==> src/rtl/layer2_pkg.sv <==
// Shared constants, FSM state type and window arithmetic for the layer-2
// pooling path.
package layer2_pkg;

  localparam int L2_CH    = 8;
  localparam int L2_DW    = 16;
  localparam int L2_PIX_W = L2_CH * L2_DW;
  localparam int L2_GRP_W = 4 * L2_DW;

  typedef enum logic [0:0] {
    ROW_EVEN = 1'b0,
    ROW_ODD  = 1'b1
  } l2_state_e;

  // Rounded mean of one channel group {BR, BL, TR, TL}; the 16-bit sum wraps.
  function automatic logic [L2_DW-1:0] l2_avg4(input logic [L2_GRP_W-1:0] grp);
    logic [L2_DW-1:0] sum;
    sum = grp[0*L2_DW +: L2_DW] + grp[1*L2_DW +: L2_DW]
        + grp[2*L2_DW +: L2_DW] + grp[3*L2_DW +: L2_DW] + 16'd2;
    return sum >> 2;
  endfunction

  function automatic logic [L2_CH*L2_GRP_W-1:0] l2_pack_window(
    input logic [L2_PIX_W-1:0] tl,
    input logic [L2_PIX_W-1:0] tr,
    input logic [L2_PIX_W-1:0] bl,
    input logic [L2_PIX_W-1:0] br
  );
    logic [L2_CH*L2_GRP_W-1:0] grps;
    for (int c = 0; c < L2_CH; c++) begin
      grps[c*L2_GRP_W +: L2_GRP_W] = {br[c*L2_DW +: L2_DW], bl[c*L2_DW +: L2_DW],
                                      tr[c*L2_DW +: L2_DW], tl[c*L2_DW +: L2_DW]};
    end
    return grps;
  endfunction

endpackage

==> src/rtl/Layer_2_pool.sv <==
// Combinational 2x2 average over eight packed 64-bit channel groups.
module Layer_2_pool
  import layer2_pkg::*;
(
  input  logic [L2_CH*L2_GRP_W-1:0] i_grp,
  output logic [L2_PIX_W-1:0]       o_pix
);

  always_comb begin
    o_pix = '0;
    for (int c = 0; c < L2_CH; c++) begin
      o_pix[c*L2_DW +: L2_DW] = l2_avg4(i_grp[c*L2_GRP_W +: L2_GRP_W]);
    end
  end

endmodule

==> src/rtl/layer_2_pool_ctrl.sv <==
// Streaming 2x2/stride-2 average-pool sequencer: buffers the even row, pairs
// columns on the odd row and registers one pooled pixel per window.
//
// state    | meaning
// ROW_EVEN | even input row, beats written to the line buffer
// ROW_ODD  | odd input row, even col loads hold reg, odd col fires a window
module layer_2_pool_ctrl
  import layer2_pkg::*;
#(
  parameter int IMG_W = 8,
  parameter int IMG_H = 8,
  parameter int CH    = L2_CH,
  parameter int DW    = L2_DW
) (
  input  logic             i_clk,
  input  logic             i_rst_n,
  input  logic             i_valid,
  output logic             o_ready,
  input  logic [CH*DW-1:0] i_data,
  output logic             o_valid,
  input  logic             i_ready,
  output logic [CH*DW-1:0] o_data,
  output logic             o_last,
  output logic             o_busy
);

  localparam int CW = (IMG_W > 1) ? $clog2(IMG_W) : 1;
  localparam int RW = (IMG_H > 1) ? $clog2(IMG_H) : 1;
  localparam int PW = CH * DW;
  localparam logic [CW-1:0] COL_LAST = CW'(IMG_W - 1);
  localparam logic [RW-1:0] ROW_LAST = RW'(IMG_H - 1);
  localparam logic [CW-1:0] COL_ONE  = CW'(1);

  logic [CW-1:0] col_q, col_d;
  logic [RW-1:0] row_q, row_d;
  l2_state_e     state_q, state_d;
  logic [PW-1:0] hold_q, hold_d;
  logic [PW-1:0] linebuf_q [IMG_W];
  logic [PW-1:0] linebuf_d [IMG_W];
  logic          o_valid_q, o_valid_d;
  logic [PW-1:0] o_data_q, o_data_d;
  logic          o_last_q, o_last_d;
  logic          o_busy_q, o_busy_d;

  logic                      acc;
  logic                      fire;
  logic                      col_last;
  logic                      row_last;
  logic [CW-1:0]             col_even;
  logic [CH*L2_GRP_W-1:0]    win_grp;
  logic [PW-1:0]             pool_pix;

  // Ready depends only on registered state and i_ready, never on i_valid.
  assign o_ready  = ~o_valid_q | i_ready;
  assign acc      = i_valid & o_ready;
  assign col_last = (col_q == COL_LAST);
  assign row_last = (row_q == ROW_LAST);
  assign col_even = col_q & ~COL_ONE;
  assign fire     = acc & (state_q == ROW_ODD) & col_q[0];

  assign win_grp = l2_pack_window(linebuf_q[col_even], linebuf_q[col_q], hold_q, i_data);

  Layer_2_pool u_pool (
    .i_grp (win_grp),
    .o_pix (pool_pix)
  );

  always_comb begin
    col_d   = col_q;
    row_d   = row_q;
    state_d = state_q;
    hold_d  = hold_q;
    if (acc) begin
      if (state_q == ROW_ODD && !col_q[0]) begin
        hold_d = i_data;
      end
      if (col_last) begin
        col_d   = '0;
        state_d = (state_q == ROW_EVEN) ? ROW_ODD : ROW_EVEN;
        row_d   = row_last ? '0 : row_q + RW'(1);
      end else begin
        col_d = col_q + CW'(1);
      end
    end
  end

  always_comb begin
    linebuf_d = linebuf_q;
    if (acc && state_q == ROW_EVEN) begin
      linebuf_d[col_q] = i_data;
    end
  end

  always_comb begin
    o_valid_d = o_valid_q;
    o_data_d  = o_data_q;
    o_last_d  = o_last_q;
    if (fire) begin
      o_valid_d = 1'b1;
      o_data_d  = pool_pix;
      o_last_d  = row_last & col_last;
    end else if (i_ready) begin
      o_valid_d = 1'b0;
      o_last_d  = 1'b0;
    end
  end

  // A new frame's first beat may land in the same cycle the last pixel leaves.
  always_comb begin
    o_busy_d = o_busy_q;
    if (o_valid_q && i_ready && o_last_q) begin
      o_busy_d = 1'b0;
    end
    if (acc) begin
      o_busy_d = 1'b1;
    end
  end

  always_ff @(posedge i_clk or negedge i_rst_n) begin
    if (!i_rst_n) begin
      col_q     <= '0;
      row_q     <= '0;
      state_q   <= ROW_EVEN;
      hold_q    <= '0;
      o_valid_q <= 1'b0;
      o_data_q  <= '0;
      o_last_q  <= 1'b0;
      o_busy_q  <= 1'b0;
    end else begin
      col_q     <= col_d;
      row_q     <= row_d;
      state_q   <= state_d;
      hold_q    <= hold_d;
      o_valid_q <= o_valid_d;
      o_data_q  <= o_data_d;
      o_last_q  <= o_last_d;
      o_busy_q  <= o_busy_d;
    end
  end

  always_ff @(posedge i_clk) begin
    linebuf_q <= linebuf_d;
  end

  assign o_valid = o_valid_q;
  assign o_data  = o_data_q;
  assign o_last  = o_last_q;
  assign o_busy  = o_busy_q;

endmodule

==> config.mk <==
export PLATFORM = sky130hd
export DESIGN_NAME = layer_2_pool_ctrl
export DESIGN_NICKNAME = d
export VERILOG_FILES = /design/src/rtl/layer2_pkg.sv /design/src/rtl/Layer_2_pool.sv /design/src/rtl/layer_2_pool_ctrl.sv
export SDC_FILE = /design/constraint.sdc
export NUM_CORES = 2
export LEC_CHECK = 0
export ABC_AREA = 1
export CORE_UTILIZATION = 30
export DETAILED_ROUTE_END_ITERATION = 6
export SYNTH_ARGS = -nofsm -noshare
export SYNTH_HDL_FRONTEND = slang
export SYNTH_SLANG_ARGS = --single-unit
==> constraint.sdc <==
create_clock -name i_clk -period 8.4 [get_ports i_clk]
set_input_delay 1.68 -clock i_clk [delete_from_list [all_inputs] [get_ports i_clk]]
set_output_delay 1.68 -clock i_clk [all_outputs]
set_load 0.02 [all_outputs]
==> metrics list <==
* TritonCTS clock tree: yes
- DR vias: 43800
- After layout, the worst setup slack is 2270 ps.
- Post-synthesis share of cell area spent on and, or, nand and nor gates: 0.124
- Pin placement for this block handled 264 I/O pins.
* Maximum level of the CTS H-tree: 4
* Vias per Instance: 4.94
* Worst clock skew: 27.7 ps
- CTS saw 1274 sinks.
- ANT nets after route: 0
- The compound-cell area share of the yosys netlist came to 0.106.
* Largest family of logic cells by synthesized area: simple AND/OR/NAND/NOR gates
- The flow ran to the end, and the final reports show no timing, DRC or antenna violations.
- Routability-driven placement finished with a final weighted congestion of 0.910.
- The tool flagged a number of max-cap violations equal to 0.
* Cell family contributing the most delay on the critical path: buffers and inverters
- For this run, the leading register cell type out of synthesis is sky130_fd_sc_hd__edfxtp_1.
- Minimum hold slack: 479 ps
- Worst path buffer plus inverter count: 4
- After legalization and detailed placement, the total HPWL measured 128000 um.
- Count of cell types in the netlist: 53
- Root Driver: sky130_fd_sc_hd__clkbuf_16
* Pre-CTS WS: 2460 ps
- Counting the buffers created by CTS gives 135.
- Die Footprint: 0.210 mm2
- Relative to the synthesized area, the layout overhead comes to 16.5%.
- Dividing the synthesized area by the synthesized cell count gives 11.0 um2.
- Total routing resource utilization after global routing: 0.191
- Register bit total from synthesis: 1274
- Cells traversed along the worst timing path: nand2_2, inv_4, buf_4, nand2_1, o211ai_1, a21oi_1, fa_1, fa_1, inv_1, ha_1, inv_1, o21ai_0, a21oi_1, o21ai_0, a21oi_1, nand2_1, nand2_1, nand3_1, nand2_1
- DRC viols: 0
* Final Setup Violations: 0
* First-pass DRT Iterations: 6
- First-pass GRT wire length: 296000 um
* Number of DRC markers in iteration 0: 4159
* Type of element launching the critical path: register
- WS Path Type: register to register
- The final hold violation count was 0.
* Worst Tran Pin Value: 1190 ps
- Standard-cell rows: 167
- Post-synthesis mux area share: 0.00108
- Fill cells in the final layout number 20400.
- Part of the Yosys area used for sequential elements: 0.592
- In this run, synthesis inferred 1024 flip-flops with an integrated enable.
- Maximum fanout along the worst path: 45
- Leaving out filler cells and counting taps, the final layout contains 8871.
* Final wirelength: 203000 um
* Slowest-stage cell, CP: sky130_fd_sc_hd__inv_4
* Fraction of the mapped netlist area in adder cells: 0.0991
- Commonest cells after routing, fill and taps aside: sky130_fd_sc_hd__nand2_1, sky130_fd_sc_hd__edfxtp_1, sky130_fd_sc_hd__inv_1
- Via count of the first global-routing pass: 43500
- Die boundary width: 458 um
* Initial cell density of the core: 0.302
* Unrepaired setup endpoints after global routing: false
- The max-slew violation total from the final report came to 0.
* Clock latency of the later-clocked register in the worst-skew pair: 790 ps
- Number of warnings reported in the yosys synthesis log: 0
- In this design, the stage delay of the slowest critical-path cell is 1010 ps.
- At the worst endpoint, the required time is 9050 ps.
* Final worst path period share: 0.729
- Worst relative slew slack: 0.204
- After clock tree synthesis, the setup repair step added 0 buffers.
* Antenna violations before repair: 61
- Static timing analysis puts the maximum clock frequency at 0.163 GHz.
- Counting stages on the worst path, the most repeated cell is sky130_fd_sc_hd__nand2_1.
* Area contributors post-synth: sky130_fd_sc_hd__edfxtp_1, sky130_fd_sc_hd__dfrtp_1, sky130_fd_sc_hd__nand2_1
- Number of buffers inserted by port buffering: 247
- Of the total synthesized cell area, the portion taken by XOR and XNOR cells is 0.00771.
- After clock tree synthesis, the flow added hold-fix buffers numbering 0.
- Fraction of layout instances using a drive strength above 1: 0.0555
- Post-CTS resize count: 0
* Cell type with the largest total area after synthesis: sky130_fd_sc_hd__edfxtp_1
- Hold Path Class: register to register
* Synth top area share: 0.492
- Count of mapped cells out of synthesis: 5707
* Most common library cell in the layout ignoring fill and taps: sky130_fd_sc_hd__nand2_1
* Total core area: 0.207 mm2
- Instance count after placement with tap cells included: 8606
- Average wire length per cell after detail routing: 22.9 um
* Maximum number of buffers from clock root to sink: 3
- NumNets Final: 6443
- Height of the chip: 458 um
* Arr. time, crit path: 6780 ps
- The clock period could shrink to 6130 ps.
* Maximum number of pins on one net before global-route repair: 129
- Synth Cell Area: 0.0625 mm2
- Clk slew on worst S/H paths: 60 ps
- In the final timing run, aggregate negative setup slack is 0 ps.
- GR Overflow Total: 0
* CP endpoint kind: register
* Proportion of synthesized flip-flops having asynchronous set or reset: 0.196
==> cell type report <==
| cell class | instances | area, um2 | area share |
|---|---|---|---|
| inverter | 891 | 3360 | 0.0461 |
| tap | 2788 | 3490 | 0.0479 |
| timing repair buffer | 321 | 3200 | 0.0439 |
| clock inverter | 75 | 758 | 0.0104 |
| antenna | 16 | 40.0 | 0.000550 |
| sequential | 1274 | 37000 | 0.508 |
| multi-input combinational | 3332 | 21300 | 0.293 |
| clock buffer | 174 | 3620 | 0.0497 |
==> sequential cells by signal, indices dropped and copies added, names as in the netlist <==
signal,flops
linebuf_q,1024
hold_q,128
o_data,112
col_q,3
row_q,3
o_busy,1
o_last,1
o_valid,1
state_q,1
==> layer usage <==
metal / part of all wire / vias up / GRT usage / wire length [um]
met5: 0.0018 / - / 0 / 364
met4: 0.030 / 56 / 0.0620 / 6000
met3: 0.082 / 332 / 0.0447 / 16700
met2: 0.48 / 1719 / 0.320 / 97600
met1: 0.41 / 21800 / 0.242 / 82200
li1: - / 19900 / - / -
==> path summary, 6_finish.rpt <==
| path | startpoint | to | slack (ps) | cells after the start |
|---|---|---|---|---|
| min in group asynchronous | i_rst_n | hold_q[87] | 910 | 1 |
| max | col_q[2] | o_data[11] | 2270 | 19 |
| max in group asynchronous | i_rst_n | o_last | 5990 | 2 |
| max reg2reg | col_q[2] | o_data[11] | 2270 | 19 |
| min | o_data[57] | o_data[57] | 480 | 2 |
| min reg2reg | o_data[57] | o_data[57] | 480 | 2 |
==> through the flow <==
step | cell area, um2 | util
detailed placement | 68400 | 0.330
CTS | 72800 | 0.351
global route | 72800 | 0.351
floorplan | 62600 | -
finish | 72800 | 0.352
global placement | 68400 | 0.330
==> kinds of logic after synthesis <==
kind of cell,after synthesis
simple gates,1893
flops,1274
buf+inv,1116
compound gates,1006
fa+ha+maj,356
xor+xnor,55
mux,6
other cells,1
==> cell usage after synthesis (2+ instances only) <==
| cell type | instances |
|---|---|
| sky130_fd_sc_hd__nand2_1 | 1298 |
| sky130_fd_sc_hd__edfxtp_1 | 1024 |
| sky130_fd_sc_hd__inv_1 | 885 |
| sky130_fd_sc_hd__o21ai_0 | 360 |
| sky130_fd_sc_hd__dfrtp_1 | 250 |
| sky130_fd_sc_hd__nor2_1 | 242 |
| sky130_fd_sc_hd__fa_1 | 232 |
| sky130_fd_sc_hd__a22o_1 | 206 |
| sky130_fd_sc_hd__nand3_1 | 170 |
| sky130_fd_sc_hd__a21oi_1 | 168 |
| sky130_fd_sc_hd__ha_1 | 124 |
| sky130_fd_sc_hd__clkbuf_1 | 105 |
| sky130_fd_sc_hd__buf_2 | 75 |
| sky130_fd_sc_hd__nor4_1 | 74 |
| sky130_fd_sc_hd__a221oi_1 | 52 |
| sky130_fd_sc_hd__nor3_1 | 49 |
| sky130_fd_sc_hd__a22oi_1 | 40 |
| sky130_fd_sc_hd__o22ai_1 | 38 |
| sky130_fd_sc_hd__o211ai_1 | 32 |
| sky130_fd_sc_hd__xnor2_1 | 32 |
| sky130_fd_sc_hd__buf_1 | 23 |
| sky130_fd_sc_hd__xor2_1 | 23 |
| sky130_fd_sc_hd__buf_4 | 21 |
| sky130_fd_sc_hd__a32o_1 | 19 |
| sky130_fd_sc_hd__nand4_1 | 19 |
| sky130_fd_sc_hd__a211oi_1 | 18 |
| sky130_fd_sc_hd__o21bai_1 | 15 |
| sky130_fd_sc_hd__a31oi_1 | 13 |
| sky130_fd_sc_hd__and2_1 | 13 |
| sky130_fd_sc_hd__a2111oi_1 | 12 |
| sky130_fd_sc_hd__a2111oi_2 | 10 |
| sky130_fd_sc_hd__or2_2 | 10 |
| sky130_fd_sc_hd__a2111oi_0 | 6 |
| sky130_fd_sc_hd__inv_2 | 6 |
| sky130_fd_sc_hd__mux2_2 | 6 |
| sky130_fd_sc_hd__nand3b_1 | 5 |
| sky130_fd_sc_hd__o2111ai_1 | 5 |
| sky130_fd_sc_hd__a21o_1 | 3 |
| sky130_fd_sc_hd__nand2_2 | 3 |
| sky130_fd_sc_hd__nor2_2 | 3 |
| sky130_fd_sc_hd__o21ai_1 | 3 |
| sky130_fd_sc_hd__and3_1 | 2 |
| sky130_fd_sc_hd__nor3b_1 | 2 |
| sky130_fd_sc_hd__o21a_1 | 2 |
==> worst register-to-register path: stages (launching register included) <==
cell,delay [ps]
sky130_fd_sc_hd__dfrtp_2,890
sky130_fd_sc_hd__nand2_2,780
sky130_fd_sc_hd__inv_4,1030
sky130_fd_sc_hd__buf_4,490
sky130_fd_sc_hd__nand2_1,150
sky130_fd_sc_hd__o211ai_1,110
sky130_fd_sc_hd__a21oi_1,90
sky130_fd_sc_hd__fa_1,480
sky130_fd_sc_hd__fa_1,490
sky130_fd_sc_hd__inv_1,40
sky130_fd_sc_hd__ha_1,320
sky130_fd_sc_hd__inv_1,80
sky130_fd_sc_hd__o21ai_0,290
sky130_fd_sc_hd__a21oi_1,170
sky130_fd_sc_hd__o21ai_0,240
sky130_fd_sc_hd__a21oi_1,120
sky130_fd_sc_hd__nand2_1,80
sky130_fd_sc_hd__nand2_1,40
sky130_fd_sc_hd__nand3_1,70
sky130_fd_sc_hd__nand2_1,60
Power is not shown: default switching activity piles up to over one toggle a cycle in this logic, so the estimate is an artifact.
